===== src/rtl/mult_pkg.sv =====
// Shared types and defaults for the serial shift-add multiplier.
package mult_pkg;
    typedef enum logic [1:0] {IDLE, RUN, DONE} state_t;
    localparam int unsigned WIDTH = 4;
endpackage


===== src/rtl/prod_add.sv =====
// N-bit unsigned adder with carry out, used for the partial-product step.
module prod_add #(
    parameter int unsigned N = 4
) (
    input  logic [N-1:0] x,
    input  logic [N-1:0] y,
    output logic [N:0]   sum
);
    assign sum = {1'b0, x} + {1'b0, y};
endmodule


===== src/rtl/prod_acc.sv =====
// Serial shift-add multiplier: N-bit multiplicand times a multiplier
// streamed LSB first, accumulating into a 2N-bit product.
module prod_acc
    import mult_pkg::*;
#(
    parameter int unsigned N = WIDTH
) (
    input  logic           clk,
    input  logic           rst,
    input  logic           start,
    input  logic [N-1:0]   a,
    input  logic           bit_in,
    input  logic           bit_valid,
    output logic           shift_req,
    output logic           busy,
    output logic           done,
    output logic [2*N-1:0] product
);
    localparam int unsigned CW = $clog2(N + 1);

    state_t         state;
    logic [N-1:0]   a_lat;
    logic [2*N-1:0] acc;
    logic [CW-1:0]  cnt;
    logic [N:0]     sum;

    prod_add #(.N(N)) u_add (
        .x   (acc[2*N-1:N]),
        .y   (a_lat),
        .sum (sum)
    );

    assign product = acc;

    // Outputs are registered alongside the state so they track it exactly.
    always_ff @(posedge clk) begin
        if (rst) begin
            state     <= IDLE;
            a_lat     <= '0;
            acc       <= '0;
            cnt       <= '0;
            done      <= 1'b0;
            busy      <= 1'b0;
            shift_req <= 1'b0;
        end else begin
            case (state)
                IDLE: begin
                    done <= 1'b0;
                    if (start) begin
                        a_lat     <= a;
                        acc       <= '0;
                        cnt       <= '0;
                        state     <= RUN;
                        busy      <= 1'b1;
                        shift_req <= 1'b1;
                    end
                end
                RUN: begin
                    if (bit_valid) begin
                        if (bit_in)
                            acc <= {sum, acc[N-1:1]};
                        else
                            acc <= {1'b0, acc[2*N-1:1]};
                        cnt <= cnt + 1'b1;
                        if (cnt == CW'(N - 1)) begin
                            state     <= DONE;
                            done      <= 1'b1;
                            shift_req <= 1'b0;
                        end
                    end
                end
                DONE: begin
                    state <= IDLE;
                    done  <= 1'b0;
                    busy  <= 1'b0;
                end
                default: begin
                    state     <= IDLE;
                    done      <= 1'b0;
                    busy      <= 1'b0;
                    shift_req <= 1'b0;
                end
            endcase
        end
    end
endmodule


===== config.mk =====
export PLATFORM = sky130hd
export DESIGN_NAME = prod_acc
export DESIGN_NICKNAME = d
export VERILOG_FILES = /design/src/rtl/mult_pkg.sv /design/src/rtl/prod_add.sv /design/src/rtl/prod_acc.sv
export SDC_FILE = /design/constraint.sdc
export NUM_CORES = 1
export LEC_CHECK = 0
export ABC_AREA = 0
export CORE_MARGIN = 2
export CORE_UTILIZATION = 32
export DETAILED_ROUTE_END_ITERATION = 8
export PLACE_DENSITY_LB_ADDON = 0.05
export SYNTH_ARGS = -nofsm -noshare
export SYNTH_HDL_FRONTEND = slang
export SYNTH_SLANG_ARGS = --single-unit

===== constraint.sdc =====
create_clock -name clk -period 1.8 [get_ports clk]
set_input_delay 0.45 -clock clk [delete_from_list [all_inputs] [get_ports clk]]
set_output_delay 0.45 -clock clk [all_outputs]
set_load 0.005 [all_outputs]

Word-level counts from Yosys, hierarchy flattened

Cells that the tools add are included.

$add $sub $neg: 2
$mul: 0
Divide/modulo/power cells: 0
Magnitude comparators: 0
Equality and inequality tests: 6
Shift-type cells: 0
Muxes and demuxes: 16
Bitwise logic cells: 2
Reduce and logical (&&, ||, !) cells: 9

Operator list:

| cell                  | number |
|---|---|
| $mux W8               | 3 |
| $pmux W8 S2           | 1 |
| $mux W2               | 3 |
| $mux W3               | 2 |
| $ne A2 B2 Y1 const B  | 3 |
| $pmux W3 S2           | 1 |
| $reduce_and A2 Y1     | 3 |
| $reduce_and A3 Y1     | 2 |
| $add A4 B4 Y5         | 1 |
| $pmux W2 S2           | 1 |
| $reduce_and A4 Y1     | 1 |
| $add A3 B1 Y3 const B | 1 |
| $eq A3 B2 Y1 const B  | 1 |
| $mux W1               | 3 |
| $pmux W1 S3           | 1 |
| $eq A2 B1 Y1 const B  | 1 |
| $eq A2 B2 Y1 const B  | 1 |
| $logic_not A2 Y1      | 1 |
| $not A1 Y1            | 2 |
| $pmux W1 S2           | 1 |
| $reduce_bool A2 Y1    | 1 |
| $reduce_or A2 Y1      | 1 |

Register bits after elaboration: 20
Bits in latches: 0
Memory bits (writable): 0
Memory bits (read-only): 0
Bits of input ports: 9
Output and inout port bits: 11
Word-level logic and storage cells: 42
Memories: 0

Logic depth before layout (Yosys ltp)

Depth in word-level cells: 4
Gate-level depth with buffers: 7
Mapped depth without buffers: 7

Modules after synthesis

A second synthesis with hierarchy kept.

Cells, all modules: 113
Area, all modules: 1062.3 um^2

Modules (own cells, without submodules):

| module   | times used | cells an instance | area each (um^2) | seq. area each (um^2) |
|---|---|---|---|---|
| prod_acc | 1          | 97                | 925.9            | 400.4 |
| prod_add | 1          | 16                | 136.4            | 0.0 |

Least setup slack after synthesis

No wires, ideal clock.

Path kind: reg2reg
Start point: register acc[4] (netlist: product[4])
End point: register acc[5] (netlist: product[5])
Setup time: 0.128 ns
Arrival: 1.527 ns
Data required time: 1.672 ns
Slack: 0.145 ns
Cell stages (with the launch flop): 8
Path buffers: 0
Clock period less this slack: 1.655 ns
Cells stage by stage: dfxtp_1 -> ha_1 -> inv_1 -> fa_1 -> xnor2_1 -> mux2_2 -> a22oi_1 -> nor2_1

Longest elaborated chain between the ends: 4

Ends and longest elaborated chain:

| element                | RTL line       | source |
|---|---|---|
| from (decl)            | prod_acc.sv:23 | `logic [2*N-1:0] acc;` |
| from (signal assigned) | prod_acc.sv:61 | `acc <= {sum, acc[N-1:1]};` |
| from (signal assigned) | prod_acc.sv:63 | `acc <= {1'b0, acc[2*N-1:1]};` |
| $add A4 B4 Y5          | prod_add.sv:9  | `assign sum = {1'b0, x} + {1'b0, y};` |
| $mux W8                | prod_acc.sv:60 | `if (bit_in)` |
| $mux W8                | prod_acc.sv:59 | `if (bit_valid) begin` |
| $pmux W8 S2            | prod_acc.sv:46 | `case (state)` |

No other way between the ends. The select of a mux whose other input is x is not followed.
A chain may end at the register's enable or synchronous reset.

Worst setup path after layout

Start point: register acc[4] (netlist: product[4])
End point: register acc[4] (netlist: product[4])

The elaborated chain is that of the path after synthesis.

==> impl_metrics.csv <==
group,metric,value,unit
run_status,outcome,"finished, violations left",
run_status,violations,"design-rule violations",
yosys,async_flop_share,0,%
route,wirelength,1990,µm
floorplanning,core,2810,µm²
clock_tree,clkTransAtPathRegs,120,ps
yosys,synth.most_common_cell,"dfxtp_1",
hold_path,hold_path.class,"flip-flop to flip-flop",
floorplanning,io_pins,20,
placement,placed_cell_area,1210,µm²
timing,finalCriticalPeriod,1710,ps
route,dr_wl_met3,86,µm
final_layout,regArea,402,µm²
timing,setup_tns,0,ps
global_route,grt_first_pass_wirelength,3260,µm
route,drtIter0Drc,25,
global_route,grt_max_degree,21,
global_route,grt_pass1_vias,748,
worst_setup_path,end_kind,"flip-flop",
run,max_cap_violations,0,
worst_setup_path,critPathLaunchType,"flip-flop",
clock_tree,numClockSinks,20,
yosys,synth_top_area_cell,"dfxtp_1",
route,top_layer_used,"met4",
hold_path,hold_start,"product[2]",
yosys,synth_area_leaders,"dfxtp_1 (42%), ha_1 (7.8%), mux2i_1 (6.3%)",
yosys,synth_edf_count,0,
pwr,irDropWorstVdd,0.327,mV
floorplanning,die_h,58.7,µm
worst_setup_path,crit_fanout,2,
clock_tree,cts_buffer_depth,2,
clock_tree,post_cts_resized,0,
floorplanning,die-area,3440,µm²
pwr,p_per_area,764,nW/µm²
worst_setup_path,r2r_start,"product[4]",
route,drt_first_pass_iters,6,
timing,grt_setup_unrepaired,"false",
worst_setup_path,r2r_end,"product[4]",
hold_path,hold_path_depth,2,
clock_tree,holdBufCountCts,0,
floorplanning,rows,19,
hold_path,whs_endpoint,"product[2]",
timing,drv_slew,0,
timing,worstMarginPinSlew,284,ps
global_route,grt_usage,12.2,%
route,wl_met2,918,µm
final_layout,syn_to_final_growth,32.2,%
worst_setup_path,arrival,1940,ps
worst_setup_path,critical_path_class,"flip-flop to flip-flop",
final_layout,multi_input_area,503,µm²
clock_tree,clock_latency,310,ps
timing,hold_viol,0,
clock_tree,cts_tree,"yes",
yosys,syn_area_per_cell,9.03,µm²
timing,slew_headroom,81.1,%
floorplanning,start_util,34.1,%
worst_setup_path,worstRegToRegCells,7,
yosys,synth.net_count,122,
yosys,ys_seq_area_share,41.8,%
worst_setup_path,reg2reg_slack,90,ps
clock_tree,cts_buffers,3,
yosys,synthFlopType,"dfxtp_1",
final_layout,fin_area,1260,µm²
final_layout,drive_gt1_share,12.3,%
pwr,power.leakage,0.000507,µW
route,ant_nets,0,
clock_tree,h-tree-depth,1,
worst_setup_path,startpoint,"product[4]",
final_layout,final_nets,147,
final_layout,fill_cells,293,
yosys,yosysTopAreaCellShare,41.8,%
timing,period_share,94.8,%
timing,max_freq,586,MHz
placement,place_congestion,0.733,
clock_tree,clockRootBuffer,"clkbuf_4",
yosys,ys_warn_count,0,
yosys,ys_top_cells_by_count,"dfxtp_1 (20), nor2_1 (13), a21oi_1 (11)",
route,via_per_inst,5.00,
yosys,ys_types,28,
route,met1_length,972,µm
timing,setup_viol,0,
timing,fin_skew,13.8,ps
pwr,fin_total_pwr,967,µW
final_layout,antenna_cells,0,
timing,whs,485,ps
placement,hpwl,1500,µm
global_route,grt_overflow,0,
route,vias,805,
placement,io_buffers,19,
yosys,netlist_instances,106,
route,post-route-drc-count,1,
global_route,antenna_found_initial,0,
floorplanning,die_w,58.7,µm
yosys,synth_seq_cells,20,
route,wire_per_inst,12.3,µm
yosys,syn_area,957,µm²
worst_setup_path,crit_required,2040,ps
clock_tree,cts_setup_buffers,0,
## flip-flops by register name, indices dropped and copies added, names as in the netlist
register / flops
a_lat: 4
busy: 1
cnt: 3
done: 1
product: 8
shift_req: 1
state: 2
## area by class of cell
| type | instances | share of cell area (%) |
|---|---|---|
| Multi-Input combinational cell | 74 | 39.8 |
| Sequential cell | 20 | 31.8 |
| Timing Repair Buffer | 27 | 19.8 |
| Tap cell | 31 | 3.07 |
| Clock inverter | 1 | 2.37 |
| Clock buffer | 3 | 1.78 |
| Inverter | 5 | 1.48 |
## logic make-up after synthesis
group / after synthesis / share of synthesized area [%]
XOR/XNOR: 2 / 1.83
buffers and inverters: 12 / 5.88
AND/OR/NAND/NOR: 35 / 18.2
AO/OA/AOI/OAI: 23 / 14.9
adder cells (fa/ha/maj): 7 / 9.93
flip-flops: 20 / 41.8
multiplexers: 7 / 7.45
## metrics by stage
step / std cells / setup WS, ps / utilization [%]
finish: 161 / 93.8 / 45.1
CTS: 161 / 74.3 / 45.0
global route: 161 / 1.64 / 45.1
floorplan: 106 / 145 / -
global placement: 157 / 23.3 / 43.1
detailed placement: 157 / -13.5 / 43.1
## cells in the final DEF, fill, tap and decap left out, types with 2 or more instances in the layout
| cell | count |
|---|---|
| a21o_1 | 2 |
| a21oi_1 | 11 |
| a22oi_1 | 3 |
| buf_4 | 8 |
| clkbuf_4 | 3 |
| clkdlybuf4s50_1 | 19 |
| dfxtp_1 | 19 |
| ha_1 | 6 |
| inv_1 | 5 |
| mux2i_1 | 6 |
| nand2_1 | 9 |
| nand4b_1 | 2 |
| nor2_1 | 13 |
| nor2b_1 | 3 |
| nor3_1 | 4 |
| o21a_1 | 2 |
| o21ai_0 | 2 |
## power breakdown
| part | internal, µW | switching, µW | leakage [µW] |
|---|---|---|---|
| sequential | 457 | 13.0 | 0.000163 |
| combinational | 69.6 | 57.2 | 0.000316 |
| clock | 225 | 144 | 0.0000279 |
| total | 752 | 215 | 0.000507 |
## worst max-delay path by stage
| stage | end | slack, ps | cells after the start |
|---|---|---|---|
| floorplan | product[5] | 150 | 7 |
| global placement | product[4] | 20 | 5 |
| detailed placement | product[4] | -10 | 5 |
| CTS | product[4] | 70 | 2 |
| global route | product[4] | 2 | 7 |
| finish | product[4] | 90 | 7 |
## routing by layer
| layer | global-route usage, % | vias to the layer above |
|---|---|---|
| li1 | - | 410 |
| met1 | 15.6 | 380 |
| met2 | 20.4 | 13 |
| met3 | 3.96 | 2 |
| met4 | 1.95 | 0 |
| met5 | 0 | - |
## critical path: stages (launching register included)
cell and delay (ps):
dfxtp_2 340, ha_1 210, inv_1 70, fa_2 420, nand2_1 60, o21ai_0 90
or3_1 320, a21oi_1 140
Note: power is estimated with default switching activity, not from simulation.
==> RTL change: new RTL, same settings <==
Put one more register stage on the output `product`, cleared by the reset. The value now appears one clock later. The other outputs are not delayed to match.
--- a/src/rtl/prod_acc.sv
+++ b/src/rtl/prod_acc.sv
@@ -30,7 +30,13 @@
         .sum (sum)
     );
 
-    assign product = acc;
+    always_ff @(posedge clk) begin
+        if (rst) begin
+            product <= '0;
+        end else begin
+            product <= acc;
+        end
+    end
 
     // Outputs are registered alongside the state so they track it exactly.
     always_ff @(posedge clk) begin
Check against the original RTL: not equivalent (Yosys sat finds a counterexample within 4 cycles, from zero or initial values and one cycle with rst high).
==> RTL change against the unedited design <==
Total power grew 24%; first-iteration DRC count fell by 16%; design area up 18%; combinational power increased by 6%; sequential cell count is 8 higher; critical path type is now register to primary output; clock power grew 14%; hold slack worse by 0.018 ns; setup slack better by 0.029 ns; via count increased by 7.1%; highest routed layer unchanged; synthesized area up 21%; utilization is 1.3 points lower; wire length is 11% higher.
==> RTL change: results (changes against the unedited design) <==
status completed; largest net degree at the start of global routing 17 (-19%); final WL 2.20 mm (+11%); Detailed Route Iter0 Violations 21 (-16%); Pleak 0.000615 uW (+21%); clock-pin transition on the worst setup and hold timing paths 0.16 ns (+0.04 ns); most area-consuming cells after synthesis dfxtp_1 48%, ha_1 6.5%, nor2b_1 4.9%, nor2_1 4.5%, mux2i_1 4.3%; first-pass GRT wire length 3.64 mm (+12%); internal power 933 uW (+24%); Top delay family on crit path buffers and inverters; Synth top cells by count 28 x dfxtp_1, 14 x nor2_1, 9 x nor2b_1; # Post-CTS Setup Buffers 0 (unchanged); layout cell share with drive strength beyond 1 11.1% (-1.2 points); drt wl/cell 11.6 um (-6.0%); Layout fillers 376 (+28%); DR vias/cell 4.54 (-9.3%); worst setup path start shift_req; Netlist cell types 34 (+21%); WHS Endpoint acc[2]; Clock Tree Root clkbuf_4; initial antenna violation count 0 (unchanged); VDD IR max 0.000299 V (-8.6%); setup slack, reg-to-reg 0.24 ns (+0.15 ns); Seq/Total Area, Yosys 48.4% (+6.6 points); FF-to-FF Start acc[6]; Setup Skew 0.00569 ns (-0.00816 ns); Post-CTS Resized 0 (unchanged); Arrival @ worst endpoint 1.23 ns (-0.71 ns); Max Buffers Root-to-Sink 2 (unchanged); placed inst area 1440 um^2 (+19%); worst r2r dst acc[6]; Largest regs acc: 8 flops, product: 8 flops, a_lat: 4 flops; NumNets Final 161 (+9.5%); Clock Latency Late Sink 0.33 ns (+0.02 ns); HP Start acc[2]; vias in the first global route 800 (+7.0%); hpwl dp 1.65 mm (+9.8%); Cells after Synth 118 (+11%); DRT Pass-1 Iters 4 (-2); crit path max fanout 3 (+1); slowest stage cell on the critical path clkdlybuf4s50_1; GRT Resource Usage Total 11.6% (-0.57 points); Synthesized Nets 134 (+9.8%); placer congestion estimate 0.708 (-3.4%); CP peak stage delay 0.51 ns (+0.09 ns); Post-Place Cells 186 (+18%); Slew HR 82.9% (+1.8 points); worst-case reg-to-reg path depth 5 (-2)
-- RTL change: kinds of logic (layout without fill, tap and decap cells) --
group,after synthesis,count (layout),share of synthesized area [%]
multiplexers,6,6,5.30
buffers and inverters,11,37,4.86
flip-flops,28,28,48.4
AND/OR/NAND/NOR,44,44,20.0
AO/OA/AOI/OAI,21,21,12.4
adder cells (fa/ha/maj),7,7,8.22
XOR/XNOR,1,1,0.757
-- RTL change: per-stage QoR --
step / setup WS, ns / hold WS (ns) / power, uW / util, %
2_1_floorplan: 0.359 / 0.427 / 736 / -
5_1_grt: 0.0449 / 0.486 / 1270 / 43.8
3_3_place_gp: 0.0636 / 0.440 / 796 / 42.3
6_report: 0.123 / 0.466 / 1200 / 43.8
4_1_cts: 0.0887 / 0.467 / 1230 / 43.8
3_5_place_dp: 0.0321 / 0.446 / 797 / 42.3
-- RTL change: how the worst max path moves through the flow --
stage                           end  slack (ns)
after floorplan              acc[6]        0.36
after global placement       cnt[2]        0.06
after detailed placement     cnt[2]        0.03
after CTS                 shift_req        0.09
after global routing      shift_req        0.04
final                     shift_req        0.12
-- RTL change: power groups by stage --
| stage | logic [uW] | clock network, uW | registers (uW) |
|---|---|---|---|
| floorplan | 76.7 | 0 | 659 |
| CTS | 136 | 442 | 648 |
| global placement | 135 | 0 | 661 |
| global route | 148 | 468 | 651 |
| finish | 134 | 421 | 648 |
| detailed placement | 136 | 0 | 661 |
-- RTL change: per-layer routing --
layer	global-route usage (%)	routed length, um	share of wire, %	up-vias
li1	-	-	-	452
met1	15.2	1160	53	394
met2	18.0	956	43	14
met3	2.64	59	2.7	2
met4	5.59	24	1.1	0
met5	0	0	0	-
-- RTL change: final cells by class --
cell class                      count  area (um^2)  area share, %
Clock buffer                        3         22.5           1.51
Sequential cell                    28          561           37.5
Tap cell                           46         57.6           3.85
Clock inverter                      1         30.0           2.01
Timing Repair Buffer               27          263           17.6
Inverter                            6         22.5           1.51
Multi-Input combinational cell     79          541           36.1
